### src/rtl/mips_uart_tx_port.sv
// mips_uart_tx_port: memory-mapped UART transmitter on the MIPS data-memory port.
//   Stores to BASE_ADDR push WriteData[7:0] into a TX FIFO; loads from BASE_ADDR+4
//   return {24'b0, occupancy[3:0], ovf, busy, empty, full}. A serializer drains the
//   FIFO onto tx at BAUD_DIV clocks per bit (start, 8 data LSB first, [parity], stop).
// Ports: clk, reset (sync, active-high), Address/WriteData/MemWrite/MemRead from the
//   processor, ReadData (combinational status), Selected (address decode hit),
//   tx (registered serial line, idles high), Irq (registered: FIFO empty and idle).
// Optional: define UART_TX_PARITY_EN to add an even-parity bit before the stop bit.
module mips_uart_tx_port #(
  parameter int          BAUD_DIV   = 434,
  parameter int          FIFO_DEPTH = 8,
  parameter logic [31:0] BASE_ADDR  = 32'h1001_0100
) (
  input  logic        clk,
  input  logic        reset,
  input  logic [31:0] Address,
  input  logic [31:0] WriteData,
  input  logic        MemWrite,
  input  logic        MemRead,
  output logic [31:0] ReadData,
  output logic        Selected,
  output logic        tx,
  output logic        Irq
);

  localparam int          AW          = $clog2(FIFO_DEPTH);
  localparam logic [31:0] STATUS_ADDR = BASE_ADDR + 32'd4;
  localparam logic [15:0] BAUD_LAST   = 16'(BAUD_DIV - 1);
  localparam logic [AW:0] DEPTH_CNT   = (AW+1)'(FIFO_DEPTH);

`ifdef UART_TX_PARITY_EN
  typedef enum logic [2:0] {S_IDLE, S_START, S_DATA, S_STOP, S_PARITY} state_t;
`else
  typedef enum logic [2:0] {S_IDLE, S_START, S_DATA, S_STOP} state_t;
`endif

  state_t        state_q, state_d;
  logic [15:0]   cnt_q, cnt_d;
  logic [2:0]    bit_q, bit_d;
  logic [7:0]    shift_q, shift_d;
  logic          tx_q, tx_d;
  logic          irq_q;
  logic          ovf_q;
  logic [7:0]    mem_q [FIFO_DEPTH];
  logic [AW-1:0] wr_ptr_q, rd_ptr_q;
  logic [AW:0]   count_q;
`ifdef UART_TX_PARITY_EN
  logic          par_q, par_d;
`endif

  logic        fifo_empty, fifo_full, push_req, push_ok, pop, ovf_set, ovf_clr, baud_done;
  logic [7:0]  head;
  logic [6:0]  cnt_ext;
  logic [3:0]  occ;
  logic        unused_wdata;

  assign unused_wdata = ^WriteData[31:8];

  assign fifo_empty = (count_q == '0);
  assign fifo_full  = (count_q == DEPTH_CNT);
  assign head       = mem_q[rd_ptr_q];
  assign push_req   = MemWrite && (Address == BASE_ADDR);
  // A full FIFO still takes the byte if the serializer pops on the same edge.
  assign push_ok    = push_req && (!fifo_full || pop);
  assign ovf_set    = push_req && !push_ok;
  assign ovf_clr    = MemRead && (Address == STATUS_ADDR);
  assign baud_done  = (cnt_q == BAUD_LAST);

  // Occupancy field is 4 bits wide; saturate for deeper FIFOs.
  assign cnt_ext = 7'(count_q);
  assign occ     = (cnt_ext > 7'd15) ? 4'hF : cnt_ext[3:0];

  assign Selected = (Address == BASE_ADDR) || (Address == STATUS_ADDR);
  assign ReadData = (Address == STATUS_ADDR) ?
                    {24'b0, occ, ovf_q, (state_q != S_IDLE), fifo_empty, fifo_full} : 32'b0;
  assign tx  = tx_q;
  assign Irq = irq_q;

  always_comb begin
    state_d = state_q;
    cnt_d   = cnt_q + 16'd1;
    bit_d   = bit_q;
    shift_d = shift_q;
    pop     = 1'b0;
    unique case (state_q)
      S_IDLE: begin
        cnt_d = '0;
        if (!fifo_empty) begin
          pop     = 1'b1;
          shift_d = head;
          state_d = S_START;
        end
      end
      S_START: if (baud_done) begin
        cnt_d   = '0;
        bit_d   = '0;
        state_d = S_DATA;
      end
      S_DATA: if (baud_done) begin
        cnt_d   = '0;
        shift_d = shift_q >> 1;
        if (bit_q == 3'd7) begin
`ifdef UART_TX_PARITY_EN
          state_d = S_PARITY;
`else
          state_d = S_STOP;
`endif
        end else begin
          bit_d = bit_q + 3'd1;
        end
      end
`ifdef UART_TX_PARITY_EN
      S_PARITY: if (baud_done) begin
        cnt_d   = '0;
        state_d = S_STOP;
      end
`endif
      S_STOP: if (baud_done) begin
        cnt_d = '0;
        // Chain straight into the next frame so back-to-back bytes have no idle gap.
        if (!fifo_empty) begin
          pop     = 1'b1;
          shift_d = head;
          state_d = S_START;
        end else begin
          state_d = S_IDLE;
        end
      end
      default: begin
        cnt_d   = '0;
        state_d = S_IDLE;
      end
    endcase

`ifdef UART_TX_PARITY_EN
    par_d = pop ? ^head : par_q;
`endif

    // tx is registered from the next state so the line never glitches.
    unique case (state_d)
      S_START:  tx_d = 1'b0;
      S_DATA:   tx_d = shift_d[0];
`ifdef UART_TX_PARITY_EN
      S_PARITY: tx_d = par_q;
`endif
      default:  tx_d = 1'b1;
    endcase
  end

  always_ff @(posedge clk) begin
    if (reset) begin
      state_q  <= S_IDLE;
      cnt_q    <= '0;
      bit_q    <= '0;
      shift_q  <= '0;
      tx_q     <= 1'b1;
      irq_q    <= 1'b1;
      ovf_q    <= 1'b0;
      wr_ptr_q <= '0;
      rd_ptr_q <= '0;
      count_q  <= '0;
`ifdef UART_TX_PARITY_EN
      par_q    <= 1'b0;
`endif
    end else begin
      state_q <= state_d;
      cnt_q   <= cnt_d;
      bit_q   <= bit_d;
      shift_q <= shift_d;
      tx_q    <= tx_d;
      irq_q   <= fifo_empty && (state_q == S_IDLE);
`ifdef UART_TX_PARITY_EN
      par_q   <= par_d;
`endif
      // Set wins over a same-edge clearing read.
      if (ovf_set)      ovf_q <= 1'b1;
      else if (ovf_clr) ovf_q <= 1'b0;
      if (push_ok) wr_ptr_q <= wr_ptr_q + AW'(1);
      if (pop)     rd_ptr_q <= rd_ptr_q + AW'(1);
      unique case ({push_ok, pop})
        2'b10:   count_q <= count_q + (AW+1)'(1);
        2'b01:   count_q <= count_q - (AW+1)'(1);
        default: count_q <= count_q;
      endcase
    end
  end

  // Storage needs no reset: pointers and count define what is valid.
  always_ff @(posedge clk) begin
    if (push_ok) mem_q[wr_ptr_q] <= WriteData[7:0];
  end

endmodule

### config.mk
export PLATFORM = sky130hd
export DESIGN_NAME = mips_uart_tx_port
export DESIGN_NICKNAME = d
export VERILOG_FILES = /design/src/rtl/mips_uart_tx_port.sv
export SDC_FILE = /design/constraint.sdc
export NUM_CORES = 1
export LEC_CHECK = 0
export ABC_AREA = 1
export ABC_CLOCK_PERIOD_IN_PS = 3200
export CAP_MARGIN = 10
export CORE_MARGIN = 1
export CORE_UTILIZATION = 50
export CTS_CLUSTER_SIZE = 12
export DETAILED_ROUTE_END_ITERATION = 16
export PLACE_DENSITY = 0.77
export SLEW_MARGIN = 30
export SYNTH_ARGS = -nofsm -noshare
export SYNTH_HDL_FRONTEND = slang
export SYNTH_SLANG_ARGS = --single-unit
### constraint.sdc
create_clock -name clk -period 3.2 [get_ports clk]
set_clock_uncertainty 0.15 [all_clocks]
set_input_delay 0.64 -clock clk [delete_from_list [all_inputs] [get_ports clk]]
set_output_delay 0.64 -clock clk [all_outputs]
set_load 0.01 [all_outputs]
# --- Word level (Yosys, flattened, before mapping) ---
# Memory sizes are Yosys's and may differ from the RTL's. A register that Yosys moved wholly into a read port is not among the register bits.
# Cells that the tools add are included.
totals:
  reg_bits: 43
  mem_bits_rw: 64
  input_bits: 68
  output_inout_bits: 35
  memories: 1
op_classes:
  addsub: 6
  order_cmp: 1
  eq_ne: 16
  n_mux: 28
  bitwise_logic: 1
  reduce_logical: 20
mem_list:
  columns: ["memory", "depth", "word_bits", "read_ports", "rd_ports_with_merged_regs", "wr", "line_no", "text"]
  rows:
  - ["mem_q", 8, 8, 1, 1, 1, "44", "logic [7:0] mem_q [FIFO_DEPTH];"]
op_table:
  columns: ["cell", "count"]
  rows:
  - ["$eq A32 B29 Y1 const B", 2]
  - ["$mux W8", 4]
  - ["$mux W3", 10]
  - ["$pmux W8 S3", 1]
  - ["$add A16 B1 Y16 const B", 1]
  - ["$eq A16 B9 Y1 const B", 1]
  - ["$pmux W3 S4", 1]
  - ["$add A3 B1 Y3 const B", 3]
  - ["$eq A3 B2 Y1 const B", 3]
  - ["$ne A2 B2 Y1 const B", 4]
  - ["$pmux W4 S2", 1]
  - ["$mux W1", 7]
  - ["$eq A3 B1 Y1 const B", 2]
  - ["$pmux W3 S2", 1]
  - ["$reduce_bool A2 Y1", 3]
  - ["$reduce_bool A3 Y1", 2]
  - ["$reduce_or A3 Y1", 2]
  - ["$logic_and A1 B1 Y1", 5]
  - ["$add A4 B1 Y4 const B", 1]
  - ["$eq A4 B4 Y1 const B", 1]
  - ["$gt A4 B4 Y1 const B", 1]
  - ["$logic_not A4 Y1", 1]
  - ["$mux W4", 1]
  - ["$pmux W1 S2", 2]
  - ["other kinds (10)", 12]

# --- Depth between registers and ports, before layout ---
# Gate-level depths: netlist of the first run.
logic_depth:
  ltp_word: 9
  mapped_depth: 18

# --- Worst setup path before layout of the first run ---
# Ideal clock, no wire load.
synth_path:
  path_type: "in2reg"
  startpoint: "in Address[12]"
  endpoint: "mem mem_q[0][0] (enable)"
  setup_ns: 0.395
  t_arrival_ns: 2.155
  t_required_ns: 2.655
  setup_slack_ns: 0.500
  path_stages: 7
  path_buffers: 0
  cell_sequence: "nor2_1 > nand2_1 > nor2_2 > nand3_2 > nor2_4 > nand2_4 > nor4_1"
synth_between:
  elab_chain_len: 5
synth_rtl:
  columns: ["item", "line_no", "text"]
  rows:
  - ["start, declared", "16", "input logic [31:0] Address,"]
  - ["$eq A32 B29 Y1", "62", "assign push_req = MemWrite && (Address == BASE_ADDR);"]
  - ["$logic_and A1 B1 Y1", "62", null]
  - ["$logic_and A1 B1 Y1", "64", "assign push_ok = push_req && (!fifo_full || pop);"]
  - ["$mux W1", "190", "if (push_ok) mem_q[wr_ptr_q] <= WriteData[7:0];"]
  - ["$mux W1 (not written as such)", "190", null]
  - ["end, declared", "44", null]
# No other way between the ends.

# --- Final worst setup path of the first run ---
layout_path:
  startpoint: "in Address[28]"
  endpoint: "out ReadData[2]"
layout_between:
  elab_chain_len: 2
layout_rtl:
  columns: ["item", "line_no", "text"]
  rows:
  - ["$eq A32 B29 Y1", "74", "assign ReadData = (Address == STATUS_ADDR) ?"]
  - ["$mux W8", "74", null]
  - ["end, declared", "20", "output logic [31:0] ReadData,"]
# No other way between the ends.

==> qor.yml, run 1 <==
job:
  timing.max_cap.violations: 0
yosys:
  synth_fa_ha_area_share_pct: 2.23
  synth_area_per_cell_um2: 8.93
  async_flop_share_pct: 0
  syn-cell-area_um2: 5390
  synth.distinct_cells: 42
  synth-compound-area-share_pct: 11.3
  synth_xor_area_share_pct: 0.812
  syn_inst: 604
  synth_top_family_by_area: "simple AND/OR/NAND/NOR gates"
  synth-simple-area-share_pct: 23.9
  yosysWarnings: 0
  synth_area_leaders: "edfxtp_1 (36%), dfxtp_1 (17%), nor2_1 (7.0%)"
  synth_mux_area_share_pct: 0
  synth-seq-cells: 110
  yosys.area.top_type: "edfxtp_1"
  synth_top_area_share_pct: 35.6
  synthFlopType: "edfxtp_1"
  synth_edf_count: 64
  ys_seq_area_share_pct: 52.7
power_and_ir_drop:
  switching_share_pct: 37.6
  ir_drop_v: 0.000416
  p_comb_share_pct: 34.5
  p_per_area_nw_per_um2: 598
  p_sw_w: 0.00142
  clockPowerShare_pct: 22.1
  p_leak_nw: 2.46
  p_int_w: 0.00235
  p_seq_share_pct: 43.5
layout:
  multiInputGateArea_um2: 2160
  seqCellArea_um2: 2840
  drive_gt1_share_pct: 13.0
  area_delta_synth_final_pct: 16.8
  fill_cells: 867
  final_cell_mix: "nor2_1 (97), nand2_1 (79), edfxtp_1 (64), inv_1 (54), o21ai_0 (47)"
  final_nets: 751
  n_antenna_cell: 0
  layout_commonest_cell: "nor2_1"
  postLayoutCellArea_um2: 6290
floorplan:
  die-height_um: 106
  num_io_pins: 103
  core_um2: 10400
  die_area_um2: 11200
  start_util_pct: 52.0
  die_w_um: 106
  num_rows: 37
global_route:
  grt_pass1_wl_um: 18200
  grt_pass1_vias: 4015
  gr-usage-all-layers_pct: 20.5
  grt-ovfl-total: 0
  grt_max_degree: 33
  antenna_found_initial: 0
clock_network:
  tritoncts: "done"
  clkLatencyLatePin_ps: 380
  cts.sinks: 110
  cts_root_buf: "clkbuf_8"
  clock_path_buffers: 2
  cts_buffers: 9
  ctsHtreeMaxLevel: 3
  cts.clk_slew.worst_paths_ps: 110
  cts_setup_buffers: 0
setup_path:
  worstPathRequired_ps: 2410
  worst-setup-path-type: "in2out"
  crit_fanout: 8
  r2r_setup_slack_ps: 800
  crit_path_end_kind: "output pin"
  cp.arrival_ps: 2200
  worst_setup_path_start_kind: "input pin"
place:
  gp_congestion: 0.866
  placed_cell_area_um2: 6090
  placement.io_buffers: 54
  dpl.hpwl_um: 7860
sta:
  maxSlewViolCount: 0
  max_freq_ghz: 0.335
  max_slew_margin_pct: 62.8
  finalCritPeriodShare_pct: 93.4
  whs_ps: 322
  tightestPinTransition_ps: 558
  finalCriticalPeriod_ps: 2990
  rsz0062_at_grt: "no"
  setup_viol: 0
  hold_viol_final: 0
  tns_ps: 0
route:
  viasPerCell: 5.16
  wl_um: 10900
  drc: 0
  via_count: 4205
  drt-initial-drc-count: 269
  ant_nets: 0
  dr.pass1.iters: 4
  wl_per_cell_um: 13.4
outcome:
  status: "completed"
worst_hold_path:
  min_path_type: "reg2reg"
path summary, 6_finish.rpt:
check,endpoint,cells after the start,startpoint
max,ReadData[2],12,Address[28]
min,shift_q[7],2,shift_q[7]
max reg2reg,count_q[3],16,cnt_q[0]
min reg2reg,shift_q[7],2,shift_q[7]
cell usage after synthesis, types with 3 or more instances:
cell type and count:
nor2_1 100, buf_4 25, edfxtp_1 64, a21oi_2 3, ha_1 8, nand4_1 6
nand3_1 38, dfxtp_1 46, inv_1 55, nand3_2 6, a21oi_1 26, nand2_1 79
a211oi_2 3, nor4_1 5, xnor2_1 3, o22ai_1 14, nand2_2 5, nor2_4 4
nor3_1 12, inv_2 5, o21ai_0 47, nor2_2 6, o21ai_1 4, clkbuf_1 10
nand2_4 7, buf_2 3
cell families after synthesis:
group           after synthesis
compound gates              105
simple gates                272
fa+ha+maj                     9
other cells                   1
xor+xnor                      5
buf+inv                     102
flops                       110
sequential cells by signal, indices dropped and copies added (netlist names), named ones only:
signal	flops
Irq	1
bit_q	3
cnt_q	16
count_q	4
mem_q	64
ovf_q	1
rd_ptr_q	3
shift_q	8
state_q	3
tx	1
wr_ptr_q	3
layout make-up:
type / instances / area share (%)
Clock buffer: 9 / 1.97
Clock inverter: 7 / 1.23
Inverter: 64 / 3.92
Multi-Input combinational cell: 416 / 34.3
Sequential cell: 110 / 45.2
Tap cell: 136 / 2.70
Timing Repair Buffer: 73 / 10.7
worst max-delay path: stages:
cell and delay, ps:
clkdlybuf4s50_1 460, inv_1 40, nor2_1 70, nand2_1 50, nor2_1 120, nand2_1 100
inv_1 90, nand2_1 60, nor2_2 130, inv_2 80, nor2_1 90, dlygate4sd2_1 270
layer usage:
layer	part of all wire, %	global-route usage, %	vias to the layer above
li1	-	-	2119
met1	44	25.8	1976
met2	51	36.0	100
met3	4.8	4.21	10
met4	0.97	4.86	0
met5	0	0	-
through the flow:
| step | setup slack [ps] | util [%] | instances | power, W |
|---|---|---|---|---|
| floorplan | 500 | - | 628 | 0.00258 |
| global placement | -206 | 58.8 | 799 | 0.00292 |
| detailed placement | -191 | 58.8 | 799 | 0.00297 |
| CTS | 112 | 60.6 | 815 | 0.00379 |
| global route | 10.6 | 60.7 | 815 | 0.00402 |
| finish | 212 | 60.7 | 815 | 0.00377 |
what timing repair did:
action / 4_1_cts / 5_1_grt
hold buffers: 0 / 0
cloned: 0 / 0
endpoints found under the setup margin: 8 / 9
pin swaps: 0 / 1
gates resized for setup: 10 / 12
power by group through the flow:
stage	registers (W)	clock network, W	logic (W)
2_1_floorplan	0.00167	0	0.000913
3_3_place_gp	0.00167	0	0.00125
3_5_place_dp	0.00167	0	0.00130
4_1_cts	0.00164	0.000847	0.00130
5_1_grt	0.00165	0.000903	0.00146
6_report	0.00164	0.000831	0.00130
(Power assumes the default switching activity.)
==> inputs of run 2 (changes only) <==
--- a/config.mk
+++ b/config.mk
@@ -9,10 +9,10 @@
 export ABC_CLOCK_PERIOD_IN_PS = 3200
 export CAP_MARGIN = 10
 export CORE_MARGIN = 1
-export CORE_UTILIZATION = 50
+export CORE_UTILIZATION = 49
 export CTS_CLUSTER_SIZE = 12
 export DETAILED_ROUTE_END_ITERATION = 16
-export PLACE_DENSITY = 0.77
+export PLACE_DENSITY = 0.76
 export SLEW_MARGIN = 30
 export SYNTH_ARGS = -nofsm -noshare
 export SYNTH_HDL_FRONTEND = slang
==> qor.yml, run 2 (same netlist as run 1, synthesis figures left out) <==
global_route:
  grt-ovfl-total: 0  # unchanged
  grt_pass1_vias: 3999  # -0.40%
  grt_pass1_wl_um: 18200  # +0.19%
  gr-usage-all-layers_pct: 20.2  # -0.28 points
  grt_max_degree: 33  # unchanged
  antenna_found_initial: 0  # unchanged
clock_network:
  ctsHtreeMaxLevel: 3  # unchanged
  tritoncts: "done"
  cts_setup_buffers: 0  # unchanged
  clkLatencyLatePin_ps: 370  # about the same
  cts.sinks: 110  # unchanged
  cts_root_buf: "clkbuf_8"
  cts.clk_slew.worst_paths_ps: 100  # about the same
  hold_buffers: 0  # unchanged
  cts-resized-gates: 10  # unchanged
  clock_path_buffers: 2  # unchanged
  cts_buffers: 9  # unchanged
sta:
  max_slew_margin_pct: 37.0  # -26 points
  setup_viol: 0  # unchanged
  finalCritPeriodShare_pct: 94.0  # +0.60 points
  maxSlewViolCount: 0  # unchanged
  tns_ps: 0  # unchanged
  setup_ws_ps: 193  # -19.2 ps
  hold_viol_final: 0  # unchanged
  max_freq_ghz: 0.333  # -0.64%
  tightestPinTransition_ps: 944  # +387 ps
  rsz0062_at_grt: "no"
  finalCriticalPeriod_ps: 3010  # +19.2 ps
route:
  wl_um: 11300  # +3.1%
  via_count: 4264  # +1.4%
  ant_nets: 0  # unchanged
  dr.pass1.iters: 5  # +1
  drt-initial-drc-count: 310  # +15%
  viasPerCell: 5.23  # +1.3%
  wl_per_cell_um: 13.8  # +2.9%
  drc: 0  # unchanged
setup_path:
  critPathTopFamily: "buffers and inverters"
  slowest_stage: "clkdlybuf4s50_1"
  crit_chain: "clkdlybuf4s50_1, nor2_1, nand3_1, nor2_1, nand2_1, inv_1, nand2_1, nor2_2, inv_2, nor2_1, dlygate4sd2_1"
  worstPathRequired_ps: 2410  # about the same
  worst_setup_path_start_kind: "input pin"
  worst-setup-path-type: "in2out"
  crit_fanout: 8  # unchanged
  cpMostUsedCell: "nor2_1"
  crit_buf_inv: 4  # -1
  crit_path_end_kind: "output pin"
  critical_path.max_stage_delay_ps: 390  # -70 ps
  cp.arrival_ps: 2220  # +20 ps
place:
  dpl.cell_count: 800  # +0.13%
  gp_congestion: 0.846  # -2.3%
  pre_cts_ws_ps: -221  # -29.2 ps
  placed_cell_area_um2: 6100  # +0.12%
  placement.io_buffers: 54  # unchanged
  dpl.hpwl_um: 7910  # +0.64%
floorplan:
  num_io_pins: 103  # unchanged
  start_util_pct: 51.3  # -0.69 points
  num_rows: 37  # unchanged
  core_um2: 10500  # +1.3%
  die_area_um2: 11400  # +2.0%
  die_w_um: 107  # +1.0%
  die-height_um: 107  # +1.0%
outcome:
  status: "completed"
layout:
  top_register: "mem_q"
  final_cell_mix: "nor2_1 (98), nand2_1 (79), edfxtp_1 (64), inv_1 (54), o21ai_0 (47)"
  n_antenna_cell: 0  # unchanged
  final_cell_count_no_fill: 816  # +0.12%
  final_nets: 752  # +0.13%
  largest_reg_flops: 64  # unchanged
  postLayoutCellArea_um2: 6280  # -0.16%
  top_regs: "mem_q: 64 flops, cnt_q: 16 flops, shift_q: 8 flops"
  fill_cells: 895  # +3.2%
  layout_commonest_cell: "nor2_1"
  drive_gt1_share_pct: 13.1  # +0.13 points
  area_delta_synth_final_pct: 16.6
power_and_ir_drop:
  ir_drop_v: 0.000465  # +12%
  p_per_area_nw_per_um2: 599  # about the same
  totalPowerFinal_w: 0.00376  # -0.11%
  p_leak_nw: 2.48  # +0.87%
worst_hold_path:
  min_path_type: "reg2reg"
job:
  timing.max_cap.violations: 0  # unchanged
## run 2: cell count changes in the layout (fill, tap and decap cells not counted), sizes merged
cell,before,now
clkdlybuf4s15,5,0
dlygate4sd2,1,5
clkinv,5,7
buf,19,20
clkbuf,11,12
clkinvlp,1,0
inv,65,64
## run 2: routing by layer
layer	track usage (%)	part of all wire, %
met5	0	0
met1	25.8	43
met4	6.16	1.2
met2	35.3	50
met3	3.28	5.6
## run 2: where the power goes
part | switching (W) | leakage, nW | internal, W
clock | 0.000502 | 0.101 | 0.000307
combinational | 0.000866 | 1.43 | 0.000447
sequential | 0.0000582 | 0.949 | 0.00158
## run 2: worst min-delay path: cells and delay by family (launching register included)
| kind | cells | cell delay [ps] |
|---|---|---|
| AO/OA/AOI/OAI | 1 | 60 |
| flip-flops | 1 | 330 |
| buffers and inverters | 1 | 50 |
## run 2: path summary, 6_finish.rpt
| kind | end | start | cells past startpoint | slack [ps] |
|---|---|---|---|---|
| worst max-delay path | ReadData[5] | Address[19] | 11 | 190 |
| worst min-delay path | rd_ptr_q[2] | rd_ptr_q[2] | 2 | 320 |
| worst max register to register | count_q[3] | cnt_q[0] | 16 | 720 |
| worst min register to register | rd_ptr_q[2] | rd_ptr_q[2] | 2 | 320 |
## run 2: per-stage QoR
| step | hold WS (ps) | utilization (%) |
|---|---|---|
| 6_report | 322 | 59.8 |
| 3_3_place_gp | 296 | 58.1 |
| 4_1_cts | 324 | 59.9 |
| 2_1_floorplan | 283 | - |
| 3_5_place_dp | 306 | 58.1 |
| 5_1_grt | 344 | 59.8 |
## run 2: final cells by class
| class | instances | area (um2) | share of cell area, % |
|---|---|---|---|
| Clock inverter | 7 | 72.6 | 1.15 |
| Timing Repair Buffer | 74 | 672 | 10.7 |
| Inverter | 64 | 246 | 3.92 |
| Clock buffer | 9 | 124 | 1.97 |
| Multi-Input combinational cell | 416 | 2160 | 34.3 |
| Tap cell | 136 | 170 | 2.71 |
| Sequential cell | 110 | 2840 | 45.2 |
==> inputs of run 3 (changes only) <==
==> constraint.sdc (replaced) <==
create_clock -name clk -period 3.2 [get_ports clk]
set_clock_uncertainty 0.15 [all_clocks]
set_input_delay 0.32 -clock clk [delete_from_list [all_inputs] [get_ports clk]]
set_output_delay 0.32 -clock clk [all_outputs]
set_load 0.01 [all_outputs]
==> qor.yml, run 3 (same netlist as run 1, synthesis figures left out) <==
floorplan:
  core_um2: 10500  # unchanged
  start_util_pct: 51.3  # unchanged
  die_w_um: 107  # unchanged
  die_area_um2: 11400  # unchanged
  num_io_pins: 103  # unchanged
  num_rows: 37  # unchanged
  die-height_um: 107  # unchanged
global_route:
  grt_pass1_wl_um: 18500  # +1.4%
  grt-ovfl-total: 0  # unchanged
  grt_pass1_vias: 3974  # -0.63%
  antenna_found_initial: 0  # unchanged
  grt_max_degree: 33  # unchanged
  gr-usage-all-layers_pct: 20.5  # +0.27 points
layout:
  top_register: "mem_q"
  drive_gt1_share_pct: 10.9  # -2.2 points
  area_delta_synth_final_pct: 15.9
  top_regs: "mem_q: 64 flops, cnt_q: 16 flops, shift_q: 8 flops"
  largest_reg_flops: 64  # unchanged
  n_antenna_cell: 0  # unchanged
  final_nets: 743  # -1.2%
  postLayoutCellArea_um2: 6250  # -0.60%
  fill_cells: 868  # -3.0%
  layout_commonest_cell: "nor2_1"
  final_cell_mix: "nor2_1 (100), nand2_1 (79), edfxtp_1 (64), inv_1 (55), clkdlybuf4s50_1 (54)"
sta:
  maxSlewViolCount: 0  # unchanged
  max_slew_margin_pct: 36.3  # -0.63 points
  hold_viol_final: 0  # unchanged
  finalCriticalPeriod_ps: 2780  # -226 ps
  rsz0062_at_grt: "no"
  setup_viol: 0  # unchanged
  finalCritPeriodShare_pct: 86.9  # -7.0 points
  whs_ps: 320  # -2.74 ps
  setup_ws_ps: 418  # +226 ps
  max_freq_ghz: 0.359  # +8.1%
  tns_ps: 0  # unchanged
  tightestPinTransition_ps: 954  # +9.41 ps
setup_path:
  worstPathRequired_ps: 2730  # +320 ps
  slowest_stage: "clkdlybuf4s50_1"
  critical_path.max_stage_delay_ps: 570  # +180 ps
  crit_chain: "clkdlybuf4s50_1, inv_1, nor2_1, nand2_1, nor2_1, nand2_1, inv_1, nand2_1, nor2_1, inv_1, nor3_1, clkdlybuf4s50_1"
  crit_path_end_kind: "output pin"
  crit_buf_inv: 5  # +1
  worst-setup-path-type: "in2out"
  worst_setup_path_start_kind: "input pin"
  cp.arrival_ps: 2310  # +90 ps
  critPathTopFamily: "buffers and inverters"
  crit_fanout: 8  # unchanged
clock_network:
  cts.clk_slew.worst_paths_ps: 100  # about the same
  hold_buffers: 0  # unchanged
  cts.sinks: 110  # unchanged
  clkLatencyLatePin_ps: 380  # about the same
  cts_setup_buffers: 0  # unchanged
  cts-resized-gates: 0  # -10
  ctsHtreeMaxLevel: 3  # unchanged
  clock_path_buffers: 2  # unchanged
  cts_buffers: 9  # unchanged
  tritoncts: "done"
  cts_root_buf: "clkbuf_8"
job:
  timing.max_cap.violations: 0  # unchanged
power_and_ir_drop:
  p_leak_nw: 2.39  # -3.6%
  p_per_area_nw_per_um2: 611  # +2.0%
  ir_drop_v: 0.000363  # -22%
place:
  dpl.hpwl_um: 7800  # -1.4%
  pre_cts_ws_ps: 402  # +623 ps
  placement.io_buffers: 54  # unchanged
  placed_cell_area_um2: 6030  # -1.1%
  gp_congestion: 0.838  # -0.98%
worst_hold_path:
  min_path_type: "reg2reg"
route:
  drc: 0  # unchanged
  wl_per_cell_um: 14.1  # +1.7%
  via_count: 4236  # -0.66%
  dr.pass1.iters: 7  # +2
  viasPerCell: 5.25  # +0.45%
  ant_nets: 0  # unchanged
  wl_um: 11400  # +0.61%
  drt-initial-drc-count: 230  # -26%
outcome:
  status: "completed"
## run 3: cell types whose count changed in the layout (fill, tap and decap cells not counted), moves of 2 or more
cell	delta
nor2_2	-2
dlygate4sd2_1	-5
clkbuf_2	-3
inv_8	+2
clkdlybuf4s50_1	+9
buf_4	-9
inv_6	-3
nor2_1	+2
## run 3: final timing paths
path                               endpoint  cells past startpoint  slack [ps]         from
worst max-delay path            ReadData[0]                     12         420  Address[28]
worst min-delay path                  ovf_q                      2         320        ovf_q
worst max register to register   count_q[3]                     16         640     cnt_q[0]
worst min register to register        ovf_q                      2         320        ovf_q
## run 3: area by class of cell
type / instances / area, um2 / share of cell area, %
Inverter: 64 / 246 / 3.95
Clock inverter: 7 / 88.8 / 1.42
Sequential cell: 110 / 2840 / 45.5
Timing Repair Buffer: 65 / 623 / 9.97
Clock buffer: 9 / 124 / 1.98
Multi-Input combinational cell: 416 / 2150 / 34.4
Tap cell: 136 / 170 / 2.72
## run 3: layer usage
metal	wire length [um]	GRT usage [%]	vias to the layer above	share of wire, %
met5	0	0	-	0
met4	99	4.50	0	0.87
met2	5700	34.5	135	50
met1	4870	26.8	1974	43
li1	-	-	2114	-
met3	682	4.92	13	6.0
## run 3: tightest hold or removal path, stage by stage (launching register included)
cell and delay, ps:
dfxtp_1 320, nand2_1 60, a21oi_1 50
## run 3: power breakdown
group | internal (W) | total [W] | leakage (nW) | switching (W)
clock network | 0.000380 | 0.000876 | 0.104 | 0.000496
logic | 0.000434 | 0.00130 | 1.34 | 0.000864
registers | 0.00158 | 0.00164 | 0.949 | 0.0000576
total | 0.00240 | 0.00381 | 2.39 | 0.00142
## run 3: through the flow
step	std cells	utilization (%)	total power, W
after floorplan	628	-	0.00258
after global placement	791	57.4	0.00289
after detailed placement	791	57.4	0.00295
after CTS	807	59.4	0.00382
after global routing	807	59.4	0.00404
final	807	59.4	0.00381
